### config.mk
export PLATFORM = sky130hd
export DESIGN_NAME = key_pulse_array
export DESIGN_NICKNAME = d
export VERILOG_FILES = /design/src/rtl/key_pulse_array.sv
export SDC_FILE = /design/constraint.sdc
export NUM_CORES = 1
export LEC_CHECK = 0
export CELL_PAD_IN_SITES_DETAIL_PLACEMENT = 0
export CELL_PAD_IN_SITES_GLOBAL_PLACEMENT = 1
export CORE_UTILIZATION = 41
export CTS_BUF_LIST = sky130_fd_sc_hd__clkbuf_16
export CTS_CLUSTER_DIAMETER = 60
export DETAILED_ROUTE_END_ITERATION = 10
export HOLD_SLACK_MARGIN = 0.05
export PLACE_DENSITY = 0.75
export SYNTH_ARGS = -nofsm -noshare
export SYNTH_HDL_FRONTEND = slang
export SYNTH_SLANG_ARGS = --single-unit
### constraint.sdc
create_clock -name clk -period 2 [get_ports clk]
set_clock_uncertainty 0.2 [all_clocks]
set_input_delay 0.3 -clock clk [delete_from_list [all_inputs] [get_ports clk]]
set_output_delay 0.3 -clock clk [all_outputs]
set_load 0.02 [all_outputs]
### src/rtl/key_pulse_array.sv
// Per-channel key conditioner: synchroniser, debounce, press/release pulses, auto-repeat.
// Latency: SYNC_STAGES + DEBOUNCE cycles from a clean key edge to held/pulse/release_pulse.
// Backpressure: none; every output is a registered, free-running level or one-cycle event.
module key_pulse_array #(
    parameter int N            = 4,
    parameter int SYNC_STAGES  = 2,
    parameter int DEBOUNCE     = 4,
    parameter int REPEAT_DELAY = 16,
    parameter int REPEAT_RATE  = 4
) (
    input  logic         clk,
    input  logic         reset,
    input  logic [N-1:0] key,
    input  logic [N-1:0] repeat_en,
    output logic [N-1:0] pulse,
    output logic [N-1:0] release_pulse,
    output logic [N-1:0] held
);

    localparam int RMAX = (REPEAT_DELAY > REPEAT_RATE) ? REPEAT_DELAY : REPEAT_RATE;
    localparam int DW   = $clog2(DEBOUNCE + 1);
    localparam int RW   = $clog2(RMAX + 1);

    localparam logic [DW-1:0] DCNT_LAST  = DW'(DEBOUNCE - 1);
    localparam logic [RW-1:0] DELAY_LAST = RW'(REPEAT_DELAY - 1);
    localparam logic [RW-1:0] RATE_LAST  = RW'(REPEAT_RATE - 1);

    logic [N-1:0][SYNC_STAGES-1:0] sync_q, sync_d;
    logic [N-1:0][DW-1:0]          dcnt_q, dcnt_d;
    logic [N-1:0][RW-1:0]          rcnt_q, rcnt_d;
    logic [N-1:0]                  held_q, held_d;
    logic [N-1:0]                  first_q, first_d;
    logic [N-1:0]                  pulse_q, pulse_d;
    logic [N-1:0]                  rel_q, rel_d;

    always_comb begin
        sync_d  = sync_q;
        dcnt_d  = dcnt_q;
        rcnt_d  = rcnt_q;
        held_d  = held_q;
        first_d = first_q;
        pulse_d = '0;
        rel_d   = '0;
        for (int i = 0; i < N; i++) begin
            sync_d[i] = {sync_q[i][SYNC_STAGES-2:0], key[i]};

            // Any sample agreeing with held restarts the count, so bounces never leak through.
            if (sync_q[i][SYNC_STAGES-1] != held_q[i]) begin
                if (dcnt_q[i] == DCNT_LAST) begin
                    held_d[i] = sync_q[i][SYNC_STAGES-1];
                    dcnt_d[i] = '0;
                end else begin
                    dcnt_d[i] = dcnt_q[i] + DW'(1);
                end
            end else begin
                dcnt_d[i] = '0;
            end

            if (held_d[i] != held_q[i]) begin
                rcnt_d[i]  = '0;
                first_d[i] = 1'b1;
                pulse_d[i] = held_d[i];
                rel_d[i]   = ~held_d[i];
            end else if (held_q[i] && repeat_en[i]) begin
                if (first_q[i] && (rcnt_q[i] == DELAY_LAST)) begin
                    pulse_d[i] = 1'b1;
                    rcnt_d[i]  = '0;
                    first_d[i] = 1'b0;
                end else if (!first_q[i] && (rcnt_q[i] == RATE_LAST)) begin
                    pulse_d[i] = 1'b1;
                    rcnt_d[i]  = '0;
                end else begin
                    rcnt_d[i] = rcnt_q[i] + RW'(1);
                end
            end else begin
                // Released or repeat disabled: re-arm so the next repeat waits the full delay.
                rcnt_d[i]  = '0;
                first_d[i] = 1'b1;
            end
        end
    end

    always_ff @(posedge clk or negedge reset) begin
        if (!reset) begin
            sync_q  <= '0;
            dcnt_q  <= '0;
            rcnt_q  <= '0;
            held_q  <= '0;
            first_q <= '1;
            pulse_q <= '0;
            rel_q   <= '0;
        end else begin
            sync_q  <= sync_d;
            dcnt_q  <= dcnt_d;
            rcnt_q  <= rcnt_d;
            held_q  <= held_d;
            first_q <= first_d;
            pulse_q <= pulse_d;
            rel_q   <= rel_d;
        end
    end

    assign pulse         = pulse_q;
    assign release_pulse = rel_q;
    assign held          = held_q;

endmodule

==> metrics.txt, run 1 <==
global-route wire length before repair 6000 um; Worst path slowest cell dfrtp_1; hold_ws between 100 and 150 ps; max_slew headroom between 60% and 70%; H-tree Lvls 2; Slew Limit Fails 0; Reg2Reg Depth 7; TritonRoute pass-1 iters 4; GP Congestion around 0.67; CP endpoint kind register; drt initial violations between 80 and 90; share of the synthesized area in the top cell type between 50% and 60%; Power, Total 3.59 mW; peak supply drop approximately 0.00058 V; most frequent cells in the layout dfrtp_1 (52), clkdlybuf4s50_1 (20), nor2_1 (17); initial antenna violation count 0; TritonCTS sink count 56; IO buf count 21; cells after synthesis roughly 180; number of CTS-inserted buffers 5; commonest non-fill, non-tap cell in the layout dfrtp_1; sequential area share after synthesis between 60% and 70%; pin count of the biggest net entering global routing 35; total congestion overflow 0; crit path DAT ~1900 ps; Layout Area Growth over Synthesis 29.5%; Power Density between 1000 and 1500 nW/um2; Avg Cell Area, Syn around 13 um2; Pleak approximately 1.3 nW; Clock Latency Late Sink roughly 290 ps; share of cells above drive strength 1 21.6%; critical path, cell by cell ha_2 > nor2b_4 > mux2i_2 > ha_1 > and3_4 > o211ai_4 > nor2_1; final hold viol count 0; Via Count ~1400; Worst path max stage delay between 300 and 400 ps; Post-DP HPWL between 2000 and 2500 um; vias in the first global route ~1400; Yosys top cell by area dfrtp_1; Reg clk slew, reported paths approximately 70 ps; status complete, no violations; crit path kind reg -> reg; Internal Power 2.54 mW; CP required slightly below 2000 ps; WHS Endpoint sync_q[7]; worst r2r dst rcnt_q[13]; register share of total power 41.3%; Worst-Margin Slew roughly 530 ps; Final Util a little under three fifths; final period utilization 98.0%; final setup vio count 0; Core Region between 5000 and 6000 um2; routed len/inst roughly 12 um; clk buf depth 2; RSZ-0062 raised after global routing yes; Die X-Extent around 76 um; synth unique cells 22; power share of the clock group ~27%; Final Critical Period 1960 ps; Final nets between 200 and 250; row count 26; HP Class reg -> reg; initial core utilization a little over two fifths; hold path depth 0; Die H ~76 um; max frequency between 0.5 and 0.6 GHz; Multi-input gate area slightly below 900 um2; Sw Ratio a little under 30%; flops & latches, synth 56; synth top area cells dfrtp_1 (58%), ha_1 (8.9%), dfstp_2 (4.7%), nor2_1 (3.2%), xnor2_1 (3.1%); YS warnings 0; DR vias/cell between 4 and 5; hold path start sync_d[7]; switching power 1.05 mW; die area just under 6000 um2; Reg2Reg Setup Slack 40 ps; drt total wl between 3000 and 4000 um; Post-Syn Nets about 200; Seq. cell area about 1400 um2; maxcap violations 0; Worst Path Max Fanout 4; Fillers between 400 and 500; I/O pins 22; combinational share of power between 30% and 40%; mapped cell area about 2300 um2; Startpoint Class register; antenna violation net count after detailed routing 0; CTS tree built; # diodes 0; GRT Resource Usage Total between 10% and 20%; reg2reg start dcnt_q[6]; clock root buffer master clkbuf_16; post-route DRC violation count 0
[synthesized netlist by cell type, drive strengths merged]
cell / instances
o211ai: 4
xnor2: 8
nand3: 4
dfstp: 4
ha: 16
or4b: 4
nor3b: 6
xor2: 4
o21ai: 8
and3: 10
dfrtp: 52
nor2b: 5
nand2b: 2
nand2: 4
inv: 14
o2bb2ai: 4
mux2i: 4
nor2: 19
nor3: 3
[flip-flops by register name, summed over array words and instances, names as in the netlist]
register       count
release_pulse      4
sync_q             4
rcnt_q            20
pulse              4
dcnt_q            12
held               4
first_q            4
sync_d             4
[through the flow]
stage | TNS (ps) | instance area [um2] | std cells | setup WS [ps]
final | 0 | 2920 | 288 | 39.1
after global routing | -254 | 2920 | 288 | -43.1
after CTS | 0 | 2790 | 280 | 0.858
after detailed placement | -398 | 2600 | 271 | -61.3
after global placement | -19.7 | 2600 | 271 | -9.88
after floorplan | 0 | 2260 | 175 | 56.0
[timing repair]
item / in CTS / in global routing
endpoints found under the hold margin: 20 / 0
pin swaps: 0 / 9
setup endpoints to repair: 12 / 25
hold buffers: 1 / 0
buffers inserted: 0 / 8
gates resized for setup: 3 / 17
[per-layer routing]
metal	GRT usage, %	share of wire, %
met1	15.8	48
met2	21.9	48
met3	3.35	3.0
met4	4.04	1.1
met5	0	0
[final cells by class]
type / count / share of cell area (%)
clock buffer: 5 / 4.28
clock inverter: 3 / 1.63
inverter: 14 / 1.80
multi-input combinational: 105 / 30.0
sequential: 56 / 48.2
tap: 70 / 3.00
timing repair buffer: 35 / 11.1
[logic make-up after synthesis]
logic type	synth area share, %
AO/OA/AOI/OAI	5.93
XOR/XNOR	4.66
adder cells (fa/ha/maj)	8.87
flip-flops	62.3
AND/OR/NAND/NOR	14.1
multiplexers	1.77
buffers and inverters	2.33
[power by group through the flow]
stage / Sequential, mW / Combinational [mW] / Clock, mW
2_1_floorplan: 1.59 / 0.431 / 0
3_3_place_gp: 1.49 / 0.923 / 0
3_5_place_dp: 1.49 / 0.957 / 0
4_1_cts: 1.47 / 0.964 / 1.01
5_1_grt: 1.51 / 1.27 / 1.07
6_report: 1.48 / 1.12 / 0.983
[how the worst max path moves through the flow]
stage | from | endpoint | slack, ps | cells after the start
finish | dcnt_q[6] | rcnt_q[13] | 40 | 7
global route | dcnt_q[6] | rcnt_q[13] | -40 | 7
CTS | dcnt_q[3] | rcnt_q[7] | 0.9 | 7
detailed placement | dcnt_q[6] | rcnt_q[13] | -60 | 7
global placement | dcnt_q[9] | rcnt_q[17] | -10 | 7
floorplan | dcnt_q[9] | rcnt_q[17] | 60 | 7
[worst max-delay path: cells and delay by family, from the launching register on]
family	cells	cell delay (ps)
compound gates	1	100
fa+ha+maj	2	460
flops	1	370
mux	1	260
simple gates	3	460
(Power assumes the default switching activity.)
==> run 2: changes to the inputs <==
--- a/config.mk
+++ b/config.mk
@@ -13,6 +13,7 @@
 export DETAILED_ROUTE_END_ITERATION = 10
 export HOLD_SLACK_MARGIN = 0.05
 export PLACE_DENSITY = 0.75
+export SETUP_SLACK_MARGIN = 0.05
 export SYNTH_ARGS = -nofsm -noshare
 export SYNTH_HDL_FRONTEND = slang
 export SYNTH_SLANG_ARGS = --single-unit
==> metrics.txt, run 2 (synthesized netlist as in run 1, its figures left out) <==
clk buf depth 2 (unchanged); Core Region 5200 um2 (unchanged); die area 5800 um2 (unchanged); WP buf/inv 0 (unchanged); critical path, cell by cell ha_2 > nor2b_4 > mux2i_2 > ha_1 > and3_4 > o211ai_4 > nor2_1 (unchanged); final period utilization 97.8% (was 98.0%); dpl cells 271 (unchanged); Post-Layout Cell Count 295 (was 288); max FFs per register 20 (unchanged); crit path DAT 1930 ps (was 1940 ps); register share of total power 39.9% (was 41.3%); switching power 1.09 mW (was 1.05 mW); maxcap violations 0 (unchanged); GRT Resource Usage Total 13.2% (was 12.8%); Fillers 435 (was 440); IO buf count 21 (unchanged); worst r2r dst rcnt_q[16] (was rcnt_q[13]); PnR worst setup slack 43.9 ps (was 39.1 ps); Clock Latency Late Sink 290 ps (about the same); GP Congestion 0.672 (unchanged); biggest regs rcnt_q (20), dcnt_q (12) (unchanged); Startpoint Class register (unchanged); Final Util 57.6% (was 56.1%); hold path depth 0 (unchanged); Reg2Reg Setup Slack 40 ps (about the same); routed len/inst 12.3 um (was 11.9 um); drt initial violations 98 (was 87); Die X-Extent 76.2 um (unchanged); Internal Power 2.64 mW (was 2.54 mW); Final nets 250 (was 243); TritonRoute pass-1 iters 3 (was 4); Worst path slowest cell dfrtp_1 (unchanged); clock root buffer master clkbuf_16 (unchanged); drt total wl 3620 um (was 3420 um); post-route cell area 3000 um2 (was 2920 um2); TNS Setup 0 ps (unchanged); CP endpoint kind register (unchanged); Final Critical Period 1960 ps (about the same); DR vias/cell 4.83 (about the same); Post-DP HPWL 2310 um (unchanged); final setup vio count 0 (unchanged); post-route DRC violation count 0 (unchanged); row count 26 (unchanged); max frequency 0.511 GHz (was 0.510 GHz); CP required 1970 ps (was 1980 ps); share of cells above drive strength 1 26.2% (was 21.6%); status complete, no violations (unchanged); Slew Limit Fails 0 (unchanged); antenna violation net count after detailed routing 0 (unchanged); Layout Area Growth over Synthesis 32.8% (was 29.5%); Largest Register rcnt_q (unchanged); Worst-Margin Slew 541 ps (was 533 ps); I/O pins 22 (unchanged); most frequent cells in the layout dfrtp_1 (52), clkdlybuf4s50_1 (20), buf_4 (19) (was dfrtp_1 (52), clkdlybuf4s50_1 (20), nor2_1 (17)); TritonCTS sink count 56 (unchanged); peak supply drop 0.000609 V (was 0.000579 V); Die H 76.2 um (unchanged); global-route wire length before repair 6180 um (was 6000 um); combinational share of power 33.8% (was 31.3%); Sw Ratio 29.3% (was 29.2%); Setup WS pre-CTS -61.3 ps (unchanged); Cell Area, Placed 2600 um2 (unchanged); # diodes 0 (unchanged); Power Density 1250 nW/um2 (was 1230 nW/um2); initial core utilization 43.3% (unchanged); commonest non-fill, non-tap cell in the layout dfrtp_1 (unchanged); CTS tree built (unchanged); max_slew headroom 63.9% (was 64.5%); Worst Path Max Fanout 5 (was 4); Reg2Reg Depth 7 (unchanged); RSZ-0062 raised after global routing yes (unchanged); reg2reg start dcnt_q[9] (was dcnt_q[6]); WHS Endpoint sync_q[7] (unchanged); initial antenna violation count 0 (unchanged); HP Class reg -> reg (unchanged); final hold viol count 0 (unchanged); Reg clk slew, reported paths 70 ps (about the same); Pleak 1.41 nW (was 1.34 nW); H-tree Lvls 2 (unchanged); vias in the first global route 1450 (was 1410); number of CTS-inserted buffers 5 (unchanged); crit path kind reg -> reg (unchanged); CP top delay family adder cells (unchanged); pin count of the biggest net entering global routing 35 (unchanged); hold path start sync_d[7] (unchanged); power share of the clock group 26.3% (was 27.4%); Via Count 1425 (was 1390); total congestion overflow 0 (unchanged); Worst path max stage delay 360 ps (was 370 ps)
## run 2: layout make-up
cell class / instances / area (um2) / area share, %
well taps: 70 / 87.6 / 2.92
clock buffers: 5 / 125 / 4.18
inverters: 14 / 52.6 / 1.75
flip-flops and latches: 56 / 1410 / 46.9
repair buffers: 42 / 378 / 12.6
multi-input cells: 105 / 900 / 30.0
clock inverters: 3 / 47.5 / 1.59
## run 2: repair_timing
action	in CTS	in global routing
setup buffers	6	9
hold buffers	1	0
endpoints found under the setup margin	23	24
hold endpoints to repair	20	0
gates resized for setup	9	16
pin swaps	2	18
## run 2: power by group through the flow
stage | Combinational (mW) | Sequential (mW) | Clock [mW]
global placement | 0.923 | 1.49 | 0
finish | 1.26 | 1.49 | 0.984
global route | 1.40 | 1.52 | 1.06
floorplan | 0.431 | 1.59 | 0
detailed placement | 0.957 | 1.49 | 0
CTS | 1.10 | 1.48 | 1.01
## run 2: worst max path at each step
stage                     slack, ps  cells past startpoint    endpoint      start
after floorplan                  60                      7  rcnt_q[17]  dcnt_q[9]
after global placement          -10                      7  rcnt_q[17]  dcnt_q[9]
after detailed placement        -60                      7  rcnt_q[13]  dcnt_q[6]
after CTS                        60                      7   rcnt_q[7]  dcnt_q[3]
after global routing            -40                      7  rcnt_q[16]  dcnt_q[9]
final                            40                      7  rcnt_q[16]  dcnt_q[9]
## run 2: per-stage QoR
| step | hold WS, ps | total power, mW |
|---|---|---|
| 2_1_floorplan | -196 | 2.02 |
| 3_3_place_gp | 99.4 | 2.41 |
| 3_5_place_dp | 118 | 2.45 |
| 4_1_cts | 150 | 3.58 |
| 5_1_grt | 159 | 3.99 |
| 6_report | 150 | 3.74 |
## run 2: worst register-to-register path, delay by kind of cell (launching register included)
family	cells	cell delay (ps)
simple gates	3	450
compound gates	1	110
mux	1	260
fa+ha+maj	2	460
flops	1	360
## run 2: per-layer routing
| layer | GRT usage, % | up-vias | wire (um) |
|---|---|---|---|
| li1 | - | 690 | - |
| met1 | 16.2 | 715 | 1660 |
| met2 | 22.8 | 15 | 1830 |
| met3 | 3.35 | 5 | 94 |
| met4 | 4.04 | 0 | 42 |
| met5 | 0 | - | 0 |
==> RTL edit (config.mk and constraints of run 2) <==
Add an input register stage for `key`; this delays it by one clock. The other inputs are not delayed to match. Comments in the files are not updated.
--- a/src/rtl/key_pulse_array.sv
+++ b/src/rtl/key_pulse_array.sv
@@ -25,6 +25,12 @@
     localparam logic [RW-1:0] DELAY_LAST = RW'(REPEAT_DELAY - 1);
     localparam logic [RW-1:0] RATE_LAST  = RW'(REPEAT_RATE - 1);
 
+    logic [N-1:0] key_q;
+
+    always_ff @(posedge clk) begin
+        key_q <= key;
+    end
+
     logic [N-1:0][SYNC_STAGES-1:0] sync_q, sync_d;
     logic [N-1:0][DW-1:0]          dcnt_q, dcnt_d;
     logic [N-1:0][RW-1:0]          rcnt_q, rcnt_d;
@@ -42,7 +48,7 @@
         pulse_d = '0;
         rel_d   = '0;
         for (int i = 0; i < N; i++) begin
-            sync_d[i] = {sync_q[i][SYNC_STAGES-2:0], key[i]};
+            sync_d[i] = {sync_q[i][SYNC_STAGES-2:0], key_q[i]};
 
             // Any sample agreeing with held restarts the count, so bounces never leak through.
             if (sync_q[i][SYNC_STAGES-1] != held_q[i]) begin
Check against the original RTL: not equivalent (Yosys sat finds a counterexample within 10 cycles, from zero or initial values and one cycle with reset low).
==> RTL edit against run 2 <==
  * Wire length is 8.1% higher
  * Cell area increased by 6.4%
  * Clock power rose by 58%
  * Sequential cell count is 4 higher
  * Highest routed layer unchanged
  * First-iteration DRC count decreased by 37%
  * Critical path type unchanged
  * Setup slack better by 0.0075 ns
  * Largest power group unchanged
  * Synthesized area grew 3.3%
  * Power up 17%
  * Synthesized cell count is 1.7% higher
==> RTL edit: results (changes against run 2) <==
| Metric | Value |
|---|---|
| Status | `completed` |
| Layout Nets | `254 (+1.6%)` |
| Syn Nets | `204 (+1.5%)` |
| Post-synth top cells | `dfrtp_1, nor2_1, ha_1, inv_1, and3_1` |
| Clk root buf | `clkbuf_16` |
| Largest registers | `rcnt_q (20), dcnt_q (12)` |
| Wire per inst | `12.8 um (+4.6%)` |
| Router iterations before antenna repair | `4 (+1)` |
| Worst Path Max Fanout | `4 (-1)` |
| CP Data Arrival Time | `1.95 ns (+0.02 ns)` |
| Total number of vias | `1471 (+3.2%)` |
| Register area share after synthesis | `0.638 (+0.0143)` |
| Met3 GRT Util | `0.0529 (+0.0194)` |
| Pre-CTS setup slack | `-0.0799 ns (-0.0186 ns)` |
| WL met3 | `131 um (+39%)` |
| H-tree Lvls | `3 (+1)` |
| Initial DRC Count | `62 (-37%)` |
| Share of layout cells above drive strength 1 | `0.258 (-0.00471)` |
| DRT met1 WL | `1650 um (-0.42%)` |
| Measured slew at the worst slew-check pin | `0.377 ns (-0.164 ns)` |
| CP delay by family, top | `adder cells` |
| Asr flop ratio synth | `0.933 (-0.0667)` |
| Worst path slowest cell | `dfrtp_1` |
| Sw Share | `0.272 (-0.0210)` |
| DPL Wire Length | `2610 um (+13%)` |
| Num CTS Buffers | `9 (+4)` |
| Inserted Diodes | `0 (unchanged)` |
| Post-synthesis mux area share | `0.0172 (-0.000572)` |
| Worst skew pair latency | `0.32 ns (+0.03 ns)` |
| First-pass GRT wire length | `6830 um (+10%)` |
| Port Buf Inserts | `21 (unchanged)` |
| Max Buffers Root-to-Sink | `2 (unchanged)` |
| Met1 Use GR | `0.167 (+0.00448)` |
| Met2 usage | `0.255 (+0.0267)` |
| Primary FF master, synth | `dfrtp_1` |
| Yosys Warn Count | `0 (unchanged)` |
| Largest net degree at the start of global routing | `31 (-11%)` |
| Initial antenna violation count | `0 (unchanged)` |
| Max stage delay on crit path | `0.36 ns (about the same)` |
| Count of cell types in the netlist | `22 (unchanged)` |
| DR WL met2 | `2060 um (+13%)` |
| Initial Util | `0.423 (-0.0101)` |
| Post-synthesis compound-gate area fraction | `0.0574 (-0.00191)` |
| Reg clk slew, reported paths | `0.05 ns (-0.02 ns)` |
| Final Setup Violations | `0 (unchanged)` |
| Synth Area in Adders | `0.0859 (-0.00286)` |
| DR top layer | `met4` |
| Synth Area in XOR/XNOR | `0.0451 (-0.00150)` |
| Final GP Congestion | `0.726 (+8.0%)` |
| Synth area leaders | `dfrtp_1, ha_1, dfstp_2` |
| VDD IR max | `0.606 mV (-0.51%)` |
| Worst Hold Class | `register to register` |
| Leak | `1.52 nW (+7.9%)` |
| GRT Total Usage | `0.151 (+0.0190)` |
==> RTL edit: cell type report <==
cell class,instances,area [um2]
repair buffers,39,348
clock inverters,7,82.6
fillers,458,2320
multi-input cells,104,905
inverters,14,52.6
well taps,72,90.1
flip-flops and latches,60,1490
clock buffers,9,225
==> RTL edit: through the flow <==
step | instance area [um2] | std cells | power [W] | hold WS, ns
2_1_floorplan | 2330 | 178 | 0.00211 | -0.196
3_3_place_gp | 2670 | 277 | 0.00249 | 0.117
3_5_place_dp | 2670 | 277 | 0.00255 | 0.121
4_1_cts | 3100 | 301 | 0.00428 | 0.128
5_1_grt | 3190 | 305 | 0.00463 | 0.134
6_report | 3190 | 305 | 0.00437 | 0.128
==> RTL edit: power by group through the flow <==
stage          combinational [W]  clock [W]  sequential, W
3_3_place_gp            0.000915          0        0.00157
6_report                 0.00123    0.00155        0.00158
2_1_floorplan           0.000425          0        0.00168
4_1_cts                  0.00110    0.00159        0.00158
5_1_grt                  0.00137    0.00165        0.00161
3_5_place_dp            0.000953          0        0.00159
==> RTL edit: path summary, 6_finish.rpt <==
kind / slack, ns / cells after the start / endpoint / startpoint
setup / recovery: 0.05 / 7 / rcnt_q[4] / dcnt_q[0]
hold / removal: 0.13 / 0 / sync_d[7] / key_q[3]
setup reg to reg: 0.05 / 7 / rcnt_q[4] / dcnt_q[0]
hold reg to reg: 0.13 / 0 / sync_d[7] / key_q[3]
max in group asynchronous: 0.94 / 3 / first_q[3] / reset
min in group asynchronous: 0.32 / 3 / dcnt_q[7] / reset
==> RTL edit: what timing repair did <==
item / CTS / global route
resized for setup: 15 / 12
setup buffers: 7 / 4
hold buffers: 1 / 0
setup endpoints to repair: 25 / 26
hold endpoints to repair: 52 / 0
pin swaps: 4 / 17
